$ cat config.mk
export PLATFORM = sky130hd
export DESIGN_NAME = usb_traffic_gen_check
export DESIGN_NICKNAME = d
export VERILOG_FILES = /design/src/rtl/usb_tg_pkg.sv /design/src/rtl/usb_tg_checker.sv /design/src/rtl/usb_traffic_gen_check.sv
export SDC_FILE = /design/constraint.sdc
export NUM_CORES = 1
export LEC_CHECK = 0
export CORE_MARGIN = 1
export CORE_UTILIZATION = 35
export DETAILED_ROUTE_END_ITERATION = 8
export PLACE_DENSITY_LB_ADDON = 0.08
export SLEW_MARGIN = 5
export SYNTH_ARGS = -nofsm -noshare
export SYNTH_HDL_FRONTEND = slang
export SYNTH_SLANG_ARGS = --single-unit
export TNS_END_PERCENT = 20
$ cat constraint.sdc
create_clock -name CLK -period 3.3 [get_ports CLK]
set_input_delay 0.825 -clock CLK [delete_from_list [all_inputs] [get_ports CLK]]
set_output_delay 0.825 -clock CLK [all_outputs]
set_load 0.02 [all_outputs]
$ cat src/rtl/usb_tg_pkg.sv
// Shared types and the next-word function used by both the traffic generator and
// the receive checker, so the two ends can never disagree on the pattern.
package usb_tg_pkg;

  localparam int MAX_W = 64;

  typedef enum logic [1:0] {
    MODE_IDLE = 2'd0,
    MODE_INC  = 2'd1,
    MODE_LFSR = 2'd2
  } mode_e;

  typedef enum logic [1:0] {
    ST_IDLE = 2'd0,
    ST_SEND = 2'd1,
    ST_GAP  = 2'd2
  } tx_state_e;

  // Reserved encoding 3 behaves exactly like idle.
  function automatic mode_e decode_mode(input logic [1:0] m);
    case (m)
      2'd1:    decode_mode = MODE_INC;
      2'd2:    decode_mode = MODE_LFSR;
      default: decode_mode = MODE_IDLE;
    endcase
  endfunction

  // Operates on the low dsize bits of a MAX_W-wide container.
  function automatic logic [MAX_W-1:0] next_word(input logic [MAX_W-1:0] x,
                                                 input mode_e            mode,
                                                 input logic [MAX_W-1:0] taps,
                                                 input int               dsize);
    logic [MAX_W-1:0] mask;
    logic [MAX_W-1:0] xm;
    logic             fb;
    mask = (dsize >= MAX_W) ? {MAX_W{1'b1}} : ((64'd1 << dsize) - 64'd1);
    xm   = x & mask;
    fb   = ^(xm & taps);
    case (mode)
      MODE_INC:  next_word = (xm + 64'd1) & mask;
      // All-zero is the LFSR lock-up state; escape to 1.
      MODE_LFSR: next_word = (xm == '0) ? 64'd1 : (((xm << 1) | {63'd0, fb}) & mask);
      default:   next_word = xm;
    endcase
  endfunction

endpackage

$ cat src/rtl/usb_tg_checker.sv
// Receive-side checker: locks onto the first word seen, then predicts every
// following word and counts mismatches, resynchronising on each received word.
module usb_tg_checker #(
  parameter int               DSIZE     = 16,
  parameter int               CNT_W     = 32,
  parameter logic [DSIZE-1:0] LFSR_TAPS = DSIZE'(16'hB400)
) (
  input  logic             CLK,
  input  logic             RST,
  input  logic             clr_i,
  input  logic [1:0]       mode_i,
  output logic             rx_req_o,
  input  logic             rx_gnt_i,
  input  logic [DSIZE-1:0] rx_data_i,
  output logic             locked_o,
  output logic             err_flag_o,
  output logic [CNT_W-1:0] rx_cnt_o,
  output logic [CNT_W-1:0] err_cnt_o
);
  import usb_tg_pkg::*;

  localparam logic [CNT_W-1:0] CNT_ONE = CNT_W'(1);

  logic             rx_req_q;
  logic             locked_q;
  logic             err_flag_q;
  logic [DSIZE-1:0] exp_q;
  logic [1:0]       mode_prev_q;
  logic [CNT_W-1:0] rx_cnt_q;
  logic [CNT_W-1:0] err_cnt_q;

  mode_e            mode;
  logic             rx_fire;
  logic             checking;
  logic             mode_chg;
  logic             mismatch;
  logic [DSIZE-1:0] rx_next;

  assign mode     = mode_e'(mode_i);
  assign rx_fire  = rx_req_q && rx_gnt_i;
  assign checking = (mode == MODE_INC) || (mode == MODE_LFSR);
  assign mode_chg = (mode_i != mode_prev_q);
  // A word arriving with a mode change is treated as a fresh lock, never an error.
  assign mismatch = locked_q && !mode_chg && (rx_data_i != exp_q);
  assign rx_next  = DSIZE'(next_word(MAX_W'(rx_data_i), mode, MAX_W'(LFSR_TAPS), DSIZE));

  always_ff @(posedge CLK) begin
    if (RST) begin
      rx_req_q    <= 1'b0;
      locked_q    <= 1'b0;
      err_flag_q  <= 1'b0;
      exp_q       <= '0;
      mode_prev_q <= 2'd0;
      rx_cnt_q    <= '0;
      err_cnt_q   <= '0;
    end else begin
      rx_req_q    <= 1'b1;
      mode_prev_q <= mode_i;
      if (clr_i) begin
        locked_q   <= 1'b0;
        err_flag_q <= 1'b0;
        rx_cnt_q   <= '0;
        err_cnt_q  <= '0;
      end else begin
        if (mode_chg) begin
          locked_q <= 1'b0;
        end
        if (rx_fire) begin
          rx_cnt_q <= rx_cnt_q + CNT_ONE;
          if (checking) begin
            exp_q    <= rx_next;
            locked_q <= 1'b1;
            if (mismatch) begin
              err_flag_q <= 1'b1;
              if (err_cnt_q != {CNT_W{1'b1}}) begin
                err_cnt_q <= err_cnt_q + CNT_ONE;
              end
            end
          end
        end
      end
    end
  end

  assign rx_req_o   = rx_req_q;
  assign locked_o   = locked_q;
  assign err_flag_o = err_flag_q;
  assign rx_cnt_o   = rx_cnt_q;
  assign err_cnt_o  = err_cnt_q;

endmodule

$ cat src/rtl/usb_traffic_gen_check.sv
// Configurable traffic engine for the ftdi_245fifo user side: paced pattern
// generator on the write port and a self-synchronising checker on the read port.
module usb_traffic_gen_check #(
  parameter int               DSIZE     = 16,
  parameter logic [DSIZE-1:0] LFSR_TAPS = DSIZE'(16'hB400),
  parameter logic [DSIZE-1:0] SEED      = DSIZE'(1),
  parameter int               CNT_W     = 32
) (
  input  logic             CLK,
  input  logic             RST,
  input  logic             cfg_en,
  input  logic [1:0]       cfg_mode,
  input  logic [15:0]      cfg_burst_len,
  input  logic [15:0]      cfg_gap,
  input  logic             clr,
  output logic             tx_req,
  input  logic             tx_gnt,
  output logic [DSIZE-1:0] tx_data,
  output logic             rx_req,
  input  logic             rx_gnt,
  input  logic [DSIZE-1:0] rx_data,
  output logic             locked,
  output logic             err_flag,
  output logic [CNT_W-1:0] tx_cnt,
  output logic [CNT_W-1:0] rx_cnt,
  output logic [CNT_W-1:0] err_cnt
);
  import usb_tg_pkg::*;

  localparam logic [CNT_W-1:0] CNT_ONE = CNT_W'(1);

  tx_state_e        state_q, state_d;
  mode_e            mode_q, mode_d;
  logic [15:0]      burst_q, burst_d;
  logic [15:0]      gap_q, gap_d;
  logic [DSIZE-1:0] data_q;
  logic [CNT_W-1:0] tx_cnt_q;

  mode_e            cfg_mode_dec;
  logic             tx_fire;
  logic             burst_end;
  logic             gap_end;

  assign cfg_mode_dec = decode_mode(cfg_mode);
  assign tx_fire      = (state_q == ST_SEND) && tx_gnt;
  // >= keeps a shortened burst/gap setting from running the counter past its end.
  assign burst_end    = (cfg_burst_len != 16'd0) && ((burst_q + 16'd1) >= cfg_burst_len);
  assign gap_end      = (gap_q + 16'd1) >= cfg_gap;

  always_comb begin
    state_d = state_q;
    mode_d  = mode_q;
    burst_d = burst_q;
    gap_d   = gap_q;
    case (state_q)
      ST_IDLE: begin
        mode_d  = cfg_mode_dec;
        burst_d = 16'd0;
        gap_d   = 16'd0;
        if (cfg_en && (cfg_mode_dec != MODE_IDLE)) begin
          state_d = ST_SEND;
        end
      end
      ST_SEND: begin
        if (tx_fire) begin
          burst_d = burst_end ? 16'd0 : (burst_q + 16'd1);
        end
        if (!cfg_en) begin
          state_d = ST_IDLE;
        end else if (tx_fire && burst_end && (cfg_gap != 16'd0)) begin
          state_d = ST_GAP;
          gap_d   = 16'd0;
        end
      end
      ST_GAP: begin
        gap_d = gap_q + 16'd1;
        if (gap_end) begin
          state_d = cfg_en ? ST_SEND : ST_IDLE;
        end
      end
      default: state_d = ST_IDLE;
    endcase
    if (clr) begin
      state_d = ST_IDLE;
      burst_d = 16'd0;
    end
  end

  always_ff @(posedge CLK) begin
    if (RST) begin
      state_q  <= ST_IDLE;
      mode_q   <= MODE_IDLE;
      burst_q  <= '0;
      gap_q    <= '0;
      data_q   <= SEED;
      tx_cnt_q <= '0;
    end else begin
      state_q <= state_d;
      mode_q  <= mode_d;
      burst_q <= burst_d;
      gap_q   <= gap_d;
      if (clr) begin
        data_q   <= SEED;
        tx_cnt_q <= '0;
      end else if (tx_fire) begin
        data_q   <= DSIZE'(next_word(MAX_W'(data_q), mode_q, MAX_W'(LFSR_TAPS), DSIZE));
        tx_cnt_q <= tx_cnt_q + CNT_ONE;
      end
    end
  end

  assign tx_req  = (state_q == ST_SEND);
  assign tx_data = data_q;
  assign tx_cnt  = tx_cnt_q;

  usb_tg_checker #(
    .DSIZE     (DSIZE),
    .CNT_W     (CNT_W),
    .LFSR_TAPS (LFSR_TAPS)
  ) u_checker (
    .CLK        (CLK),
    .RST        (RST),
    .clr_i      (clr),
    .mode_i     (mode_q),
    .rx_req_o   (rx_req),
    .rx_gnt_i   (rx_gnt),
    .rx_data_i  (rx_data),
    .locked_o   (locked),
    .err_flag_o (err_flag),
    .rx_cnt_o   (rx_cnt),
    .err_cnt_o  (err_cnt)
  );

endmodule

==> Word-level counts from Yosys, hierarchy flattened <==
Index checks and enable logic that the tools add are counted.
{ "totals": {"register_bits": 169, "in_bits": 56, "out_inout_bits": 116} }
{ "op_classes": {"addsub": 7, "n_lt_le_gt_ge": 2, "eq_ne": 15, "muxes": 21, "n_bitwise": 3, "n_reduce_logical": 29} }
{ "ops": {"columns": ["op", "count"], "rows": [
  ["logical NOT 64 bit", 2],
  ["parity 64 bit", 2],
  ["adder 32 x 1 -> 32 bit (second input constant)", 3],
  ["2-to-1 mux 16 bit", 6],
  ["case mux 16 bit (2 select lines)", 3],
  ["adder 16 x 1 -> 16 bit (second input constant)", 4],
  ["case mux 16 bit (3 select lines)", 1],
  [">= comparator 16 bit", 2],
  ["inequality test 32 bit (second input constant)", 1],
  ["OR 16 x 1 -> 16 bit", 2],
  ["nonzero test 16 bit", 2],
  ["inequality test 16 bit", 1],
  ["AND reduction 3 bit", 4],
  ["logical AND 1 bit", 8],
  ["2-to-1 mux 2 bit", 4],
  ["== test 2 x 1 -> 1 bit (second input constant)", 3],
  ["== test 2 bit (second input constant)", 3],
  ["inequality test 2 bit (second input constant)", 3],
  ["case mux 2 bit (3 select lines)", 1],
  ["nonzero test 2 bit", 3],
  ["2-to-1 mux 1 bit", 5],
  ["inequality test 2 x 1 -> 1 bit (second input constant)", 2],
  ["case mux 2 bit (2 select lines)", 1],
  ["AND reduction 2 bit", 2],
  ["other kinds (9)", 9]
]} }

==> Longest topological paths before layout <==
Gate-level depths: netlist (run 1).
{ "logic_depth": {"depth_word": 8, "depth_mapped": 13} }

==> By module <==
A second synthesis (run 1) with hierarchy kept.
{ "unflattened": {"hier_cells": 1202, "hier_area_um2": 9789.4} }
{ "by_module_without_submodules": {"columns": ["module", "n_inst", "cells_per_inst", "area_per_inst_um2", "seq_area_each_um2"], "rows": [
  ["usb_traffic_gen_check", 1, 660, 5315.1, 1681.6],
  ["usb_tg_checker", 1, 542, 4474.3, 1701.6]
]} }

==> Worst setup path before layout (run 1) <==
Ideal clock, no wire load.
{ "synth_path": {"kind": "register -> register", "start": "reg burst_q[2]", "end": "reg state_q[0]", "setup_ns": 0.072, "arrival_time_ns": 3.005, "slack_ns": 0.223, "path_stages_with_launch": 13, "path_buffers": 0, "period_less_slack_ns": 3.077, "cell_sequence": "dfxtp_1 and3_1 nand3_1 nor2_1 nand3_1 xnor2_1 ha_1 a211oi_1 o21ai_0 a221oi_1 a211oi_1 a2111oi_2 mux2i_1"} }
{ "synth_via": {"elab_chain_cells": 7} }
{ "synth_rtl": {"columns": ["item", "line_no", "rtl"], "rows": [
  ["start: declaration", "usb_traffic_gen_check.sv:34", "logic [15:0] burst_q, burst_d;"],
  ["start signal: assignment", "usb_traffic_gen_check.sv:100", "burst_q <= burst_d;"],
  ["adder 16 x 1 -> 16 bit", "usb_traffic_gen_check.sv:47", "assign burst_end = (cfg_burst_len != 16'd0) && ((burst_q + 16'd1) >= cfg_burst_len);"],
  [">= comparator 16 bit", "usb_traffic_gen_check.sv:47", null],
  ["logical AND 1 bit", "usb_traffic_gen_check.sv:47", null],
  ["logical AND 1 bit (2 in a row)", "usb_traffic_gen_check.sv:70", "end else if (tx_fire && burst_end && (cfg_gap != 16'd0)) begin"],
  ["inequality test 3 x 2 -> 1 bit (no source line)", null, null],
  ["AND reduction 3 bit (no source line)", null, null],
  ["end signal: assignment", "usb_traffic_gen_check.sv:98", "state_q <= state_d;"],
  ["end: declaration", "usb_traffic_gen_check.sv:32", "tx_state_e state_q, state_d;"]
]} }
Every way passes these cells.
A chain may end at the register's enable or synchronous reset.

==> Worst setup path after layout (run 1) <==
{ "layout_path": {"start": "reg burst_q[4]", "end": "reg gap_q[8]"} }
{ "layout_via": {"elab_chain_cells": 7} }
{ "layout_rtl": {"columns": ["item", "line_no", "rtl"], "rows": [
  ["adder 16 x 1 -> 16 bit", "usb_traffic_gen_check.sv:47", null],
  [">= comparator 16 bit", "usb_traffic_gen_check.sv:47", null],
  ["logical AND 1 bit", "usb_traffic_gen_check.sv:47", null],
  ["logical AND 1 bit (2 in a row)", "usb_traffic_gen_check.sv:70", null],
  ["inequality test 2 x 1 -> 1 bit (no source line)", null, null],
  ["AND reduction 3 bit (no source line)", null, null],
  ["end signal: assignment", "usb_traffic_gen_check.sv:101", "gap_q <= gap_d;"],
  ["end: declaration", "usb_traffic_gen_check.sv:35", "logic [15:0] gap_q, gap_d;"]
]} }
Every way passes these cells.

==> results of run 1 <==
==> per-layer routing <==
metal / vias up / share of wire
li1: 4750 / -
met3: 11 / 0.038
met1: 4354 / 0.50
met2: 172 / 0.46
met4: 0 / 0.0054
met5: - / 0
==> repair_timing <==
item | 4_1_cts | 5_1_grt
setup endpoints to repair | 0 | 27
gates resized for setup | 0 | 11
hold endpoints to repair | 0 | 0
==> metrics by stage <==
stage          utilization  instances  instance area, µm²  hold slack (ps)
3_5_place_dp        0.4401       1754               12230            457.7
6_report            0.4626       1786               12850            468.5
4_1_cts             0.4607       1786               12800            475.5
2_1_floorplan            -       1209                9872            463.3
3_3_place_gp        0.4401       1754               12230            453.9
5_1_grt             0.4626       1786               12850            500.8
==> state kept, by name, indices dropped and copies added, names as in the netlist <==
name / cells
burst_q: 16
gap_q: 16
mode_q: 2
state_q: 2
tx_cnt: 32
tx_data: 16
u_checker.err_cnt_o: 32
u_checker.err_flag_o: 1
u_checker.exp_q: 16
u_checker.locked_o: 1
u_checker.mode_prev_q: 2
u_checker.rx_cnt_o: 32
u_checker.rx_req_o: 1
==> power by group through the flow <==
stage	logic (µW)	clock network, µW	registers [µW]
floorplan	156	0	2100
global placement	320	0	2110
detailed placement	321	0	2110
CTS	322	2070	2060
global route	356	2150	2060
finish	323	2010	2060
==> worst max-delay path: cells and delay by family, from the launching register on <==
family | cells | cell delay, ps
AO/OA/AOI/OAI | 5 | 1170
adder cells (fa/ha/maj) | 1 | 300
buffers and inverters | 2 | 370
XOR/XNOR | 1 | 170
AND/OR/NAND/NOR | 5 | 580
flip-flops | 1 | 340
==> placed cells by master, fill, tap and decap left out, types with 5 or more instances in the layout <==
cell / count
a211oi_1: 6
a21o_1: 6
a21oi_1: 52
a221oi_1: 16
a22o_1: 19
a22oi_1: 6
a311oi_1: 6
a31oi_1: 12
and2_1: 10
and3_1: 24
and4_1: 17
buf_4: 50
clkbuf_16: 17
clkdlybuf4s50_1: 171
dfxtp_1: 167
ha_1: 48
inv_1: 58
inv_8: 6
mux2i_1: 8
nand2_1: 100
nand3_1: 55
nand4_1: 36
nor2_1: 130
nor2b_1: 6
nor3_1: 30
nor4_1: 21
nor4b_1: 5
o211ai_1: 6
o21a_1: 7
o21ai_0: 72
o41ai_1: 5
or3_1: 30
or4_1: 5
xnor2_1: 48
xor2_1: 65
==> area by class of cell <==
class / instances / area share
Sequential cell: 169 / 0.2635
Tap cell: 378 / 0.03680
Clock inverter: 15 / 0.01149
Multi-Input combinational cell: 927 / 0.4742
Clock buffer: 17 / 0.03310
Timing Repair Buffer: 222 / 0.1640
Inverter: 58 / 0.01694
==> final timing paths <==
| path | start | endpoint |
|---|---|---|
| setup / recovery | burst_q[4] | gap_q[8] |
| hold / removal | u_checker.err_flag_o | u_checker.err_flag_o |
| setup reg to reg | burst_q[4] | gap_q[8] |
| hold reg to reg | u_checker.err_flag_o | u_checker.err_flag_o |
==> cell families (layout without fill, tap and decap cells) <==
kind of cell,Yosys count,in the layout,share of synthesized area
adder cells (fa/ha/maj),49,49,0.06210
multiplexers,9,9,0.009252
XOR/XNOR,114,114,0.1011
AND/OR/NAND/NOR,514,514,0.2782
flip-flops,169,169,0.3427
AO/OA/AOI/OAI,241,241,0.1606
buffers and inverters,113,312,0.04601
==> run metrics, run 1 <==
status completed; pwr dens 342.0 mW/mm²; Antenna Violating Nets Remaining 0; root buffer cell clkbuf_16; Ports 172; IO Port Bufs 171; Crit path largest cell delay 450 ps; Seq cells post-synth 169; clock skew 13.15 ps; Worst Path Max Fanout 11; critical path, cell by cell and3_1, nand3_1, nor2_2, buf_4, nand3_1, xnor2_1, ha_1, o21ai_0, o2bb2ai_1, o41a_1, a31oi_1, buf_4, o211a_1, nor3_1; overall routing resource usage 0.1928; initial core utilization 0.3553; fillcell total 2804; global route hottest layer met2; multi-input logic area 0.006095 mm²; initial antenna violation count 0; Psw 1191 µW; most common cell in the netlist dfxtp_1; final worst slack 241.1 ps; H-tree levels 4; Synth area leaders dfxtp_1, ha_1, xor2_1; Synth Flop Type dfxtp_1; FMAX 326.9 MHz; Worst Path Arrival 3370 ps; wire per inst 15.44 µm; R2R Setup Slk 240 ps; Setup TNS 0 ps; Post-Syn Area 0.009872 mm²; Num CTS Buffers 17; Max clock buf depth 2; met2 GRT Util 0.3136; CTS tree done; Clock Pin Slew Worst Setup and Hold Paths 80 ps; syn avg cell area 8.165 µm²; Initial DRT Pass Iterations 6; CP Capture Type register; diodes inserted 0; R2R cell count 14; Die Area 0.02888 mm²; Worst Path Required 3610 ps; largest net degree at the start of global routing 92; final setup fails 0; Synth top area share 0.3427; met3 Use GR 0.03302; synth-to-layout area growth 30.18%; Final period util 0.9269; Via density 5.200; first-pass GRT wire length 44780 µm; switching portion of total power 0.2710; grt met1 use 0.2662; Lkg Pwr 0.004858 µW; post-synth top area cell dfxtp_1; Rows 61; Max-cap violations 0; Reg power frac 0.468; DR iter-0 viols 606; internal power 3204 µW; Rel. slew slack 0.5045; Total Routed Length 27580 µm; Async SR Flop Fraction 0; hold path depth 2; die height 169.9 µm; dpl ws -34.24 ps; Worst-Skew Late Latency 440 ps; number of global-route vias before repair 8831; crit path time final 3059 ps; Comb pwr share 0.074; # nets final 1500; width of the die 169.9 µm; sequential area share after synthesis 0.3427; Min-Delay Path Class reg -> reg; Placer Congestion 0.8198; syn_nets 1314; Post-Synthesis Cells 1209; Crit Path Category reg -> reg; Post-CTS Setup Repair Bufs 0; grt total ovfl 0; Syn. warnings 0; Max IR drop VDD 0.0002726 V; share of cells above drive strength 1 0.08736; Final Total Pwr 4395 µW; EDFF count, synth 0; clock share of power 0.458; most common library cells after synthesis dfxtp_1, nor2_1, nand2_1, o21ai_0, xor2_1; CTS Hold Buffers Added 0; Sink Count 169; final hold violation count 0; Worst-Margin Slew 743.2 ps; Core Region 0.02778 mm²; via count 9287; Worst path slowest cell o41a_1; Residual DRC 0; Worst Setup Start Kind register; register area 0.003386 mm²; Cell variety after synth 71; HPWL Detailed 20190 µm; pins over their slew limit 0
Power figures use the tool's default switching activity.
==> inputs of run 2 (changes only) <==
--- a/config.mk
+++ b/config.mk
@@ -5,11 +5,12 @@
 export SDC_FILE = /design/constraint.sdc
 export NUM_CORES = 1
 export LEC_CHECK = 0
+export ABC_AREA = 1
 export CORE_MARGIN = 1
 export CORE_UTILIZATION = 35
 export DETAILED_ROUTE_END_ITERATION = 8
 export PLACE_DENSITY_LB_ADDON = 0.08
-export SLEW_MARGIN = 5
+export SLEW_MARGIN = 20
 export SYNTH_ARGS = -nofsm -noshare
 export SYNTH_HDL_FRONTEND = slang
 export SYNTH_SLANG_ARGS = --single-unit
==> run metrics, run 2 <==
Worst Path Buf+Inv 4; clock skew 14.39 ps; Worst Setup Start Kind register; number of global-route vias before repair 10.48k; initial core utilization 0.3568; synth-to-layout area growth 25.16%; Worst-Skew Late Latency 420 ps; initial antenna violation count 0; largest net degree at the start of global routing 104; most common cell in the netlist nand2_1; Final period util 0.8806; Worst Path Arrival 3250 ps; width of the die 179.1 µm; CTS tree done; Via density 5.037; diodes inserted 0; Ports 172; grt total ovfl 0; # nets final 1902; status complete, but fails checks; root buffer cell clkbuf_16; Total Routed Length 32270 µm; die height 179.1 µm; IO Port Bufs 171; H-tree levels 4; Rows 64; via count 11.11k; Syn. warnings 0; Clock Pin Slew Worst Setup and Hold Paths 60 ps; share of cells above drive strength 1 0.05528; Post-Syn Area 0.01097 mm²; Min-Delay Path Class reg -> reg; internal power 3422 µW; RSZ-0062 raised after global routing no; clock share of power 0.476; Rel. slew slack 0.5873; DR iter-0 viols 620; critical path, cell by cell ha_1, nand3_1, inv_1, nand3_1, nor3b_1, xnor2_1, inv_1, ha_1, nand4_1, inv_1, a21oi_1, nand2_1, a21oi_2, buf_4, nand2_1, a21oi_1; Worst Path Required 3640 ps; Synth top area share 0.3084; Worst-Margin Slew 619.1 ps; # resized after CTS 0; Max clock buf depth 2; Antenna Violating Nets Remaining 0; Crit Path Category reg -> reg; failing checks design-rule violations; cell depth of the worst setup path 16; Post-Synthesis Cells 1638; wire per inst 14.63 µm; overall routing resource usage 0.2045; post-synth top area cell dfxtp_1; syn avg cell area 6.698 µm²; Num CTS Buffers 17; R2R cell count 16; FMAX 344.1 MHz; final hold violation count 0; Lkg Pwr 0.005042 µW; Async SR Flop Fraction 0; CP Capture Type register; Reg power frac 0.454; Post-CTS Setup Repair Bufs 0; Synth Flop Type dfxtp_1; pwr dens 330.0 mW/mm²; Crit path largest cell delay 410 ps; final setup fails 0; Comb pwr share 0.070; HPWL Detailed 23940 µm; Psw 1110 µW; Sink Count 169; Synth area leaders dfxtp_1, nand2_1, a21oi_1; syn_nets 1743; hold path depth 2; Worst path slowest cell dfxtp_1; Placer Congestion 0.8865; fillcell total 3271; Seq cells post-synth 169; switching portion of total power 0.2449; CTS Hold Buffers Added 0; EDFF count, synth 0; most common library cells after synthesis nand2_1, inv_1, nor2_1, dfxtp_1, a21oi_1; Max-cap violations 0; Initial DRT Pass Iterations 7; most used cell, CP inv_1; R2R Setup Slk 390 ps; Setup TNS 0 ps; Worst Path Max Fanout 16; pins over their slew limit 0; first-pass GRT wire length 52670 µm; crit path time final 2906 ps; Residual DRC 16; commonest non-fill, non-tap cells in the layout nand2_1, inv_1, nor2_1; commonest non-fill, non-tap cell in the layout nand2_1; Cell variety after synth 52; Max IR drop VDD 0.0002897 V; Core Region 0.03075 mm²; sequential area share after synthesis 0.3084; Hold WS 483.6 ps; Crit path max-delay family simple AND/OR/NAND/NOR gates; Die Area 0.03206 mm²
[run 2: metal layers]
| layer | GRT usage | vias to the layer above | wire [µm] |
|---|---|---|---|
| met5 | 0 | - | 0 |
| met4 | 0.03955 | 0 | 258 |
| met2 | 0.3431 | 255 | 15040 |
| li1 | - | 5725 | - |
| met1 | 0.2790 | 5113 | 15510 |
| met3 | 0.02672 | 13 | 1459 |
[run 2: layout make-up]
cell class                 count  area, µm²  area share
tap                          396      495.5     0.03608
sequential                   169       3383      0.2464
inverter                     209      787.0     0.05731
clock inverter                12      162.7     0.01185
timing repair buffer         192       1894      0.1380
clock buffer                  19      452.9     0.03298
multi-input combinational   1208       6556      0.4774
[run 2: per-stage QoR]
step	utilization	area [µm²]	instances	power, µW	setup slack (ps)
floorplan	-	10970	1638	2271	720.3
global placement	0.4266	13120	2174	2422	354.8
detailed placement	0.4266	13120	2174	2423	331.4
CTS	0.4466	13730	2205	4596	377.8
global route	0.4466	13730	2205	4700	48.19
finish	0.4466	13730	2205	4532	394.1
[run 2: cells by family after synthesis]
group,after synthesis,synth area share
DFF,169,0.3084
adders and majority gates,49,0.05588
AOI/OAI and AO/OA,262,0.1294
buffers and inverters,261,0.09431
xor gates and xnor gates,97,0.07743
and+or+nand+nor,800,0.3346
[run 2: power by group through the flow]
stage          sequential, µW  combinational, µW  clock [µW]
5_1_grt                  2060                354        2290
3_3_place_gp             2100                318           0
2_1_floorplan            2110                166           0
3_5_place_dp             2100                318           0
4_1_cts                  2060                320        2220
6_report                 2060                317        2160
[run 2: worst paths after layout]
path / start / to
setup / recovery: burst_q[0] / burst_q[10]
hold reg to reg: burst_q[1] / burst_q[1]
hold / removal: burst_q[1] / burst_q[1]
setup reg to reg: burst_q[0] / burst_q[10]
[run 2: worst min-delay path, stage by stage (launching register included)]
cell and delay, ps:
dfxtp_1 320, nand2_1 60, a21oi_1 50
==> inputs of run 3 (changes only) <==
--- a/config.mk
+++ b/config.mk
@@ -5,9 +5,10 @@
 export SDC_FILE = /design/constraint.sdc
 export NUM_CORES = 1
 export LEC_CHECK = 0
-export ABC_AREA = 1
+export ABC_CLOCK_PERIOD_IN_PS = 3300
 export CORE_MARGIN = 1
 export CORE_UTILIZATION = 35
+export CTS_CLUSTER_SIZE = 12
 export DETAILED_ROUTE_END_ITERATION = 8
 export PLACE_DENSITY_LB_ADDON = 0.08
 export SLEW_MARGIN = 20
==> results of run 3 <==
Same layout as run 1: the final DEF is identical, and so are final timing and power.
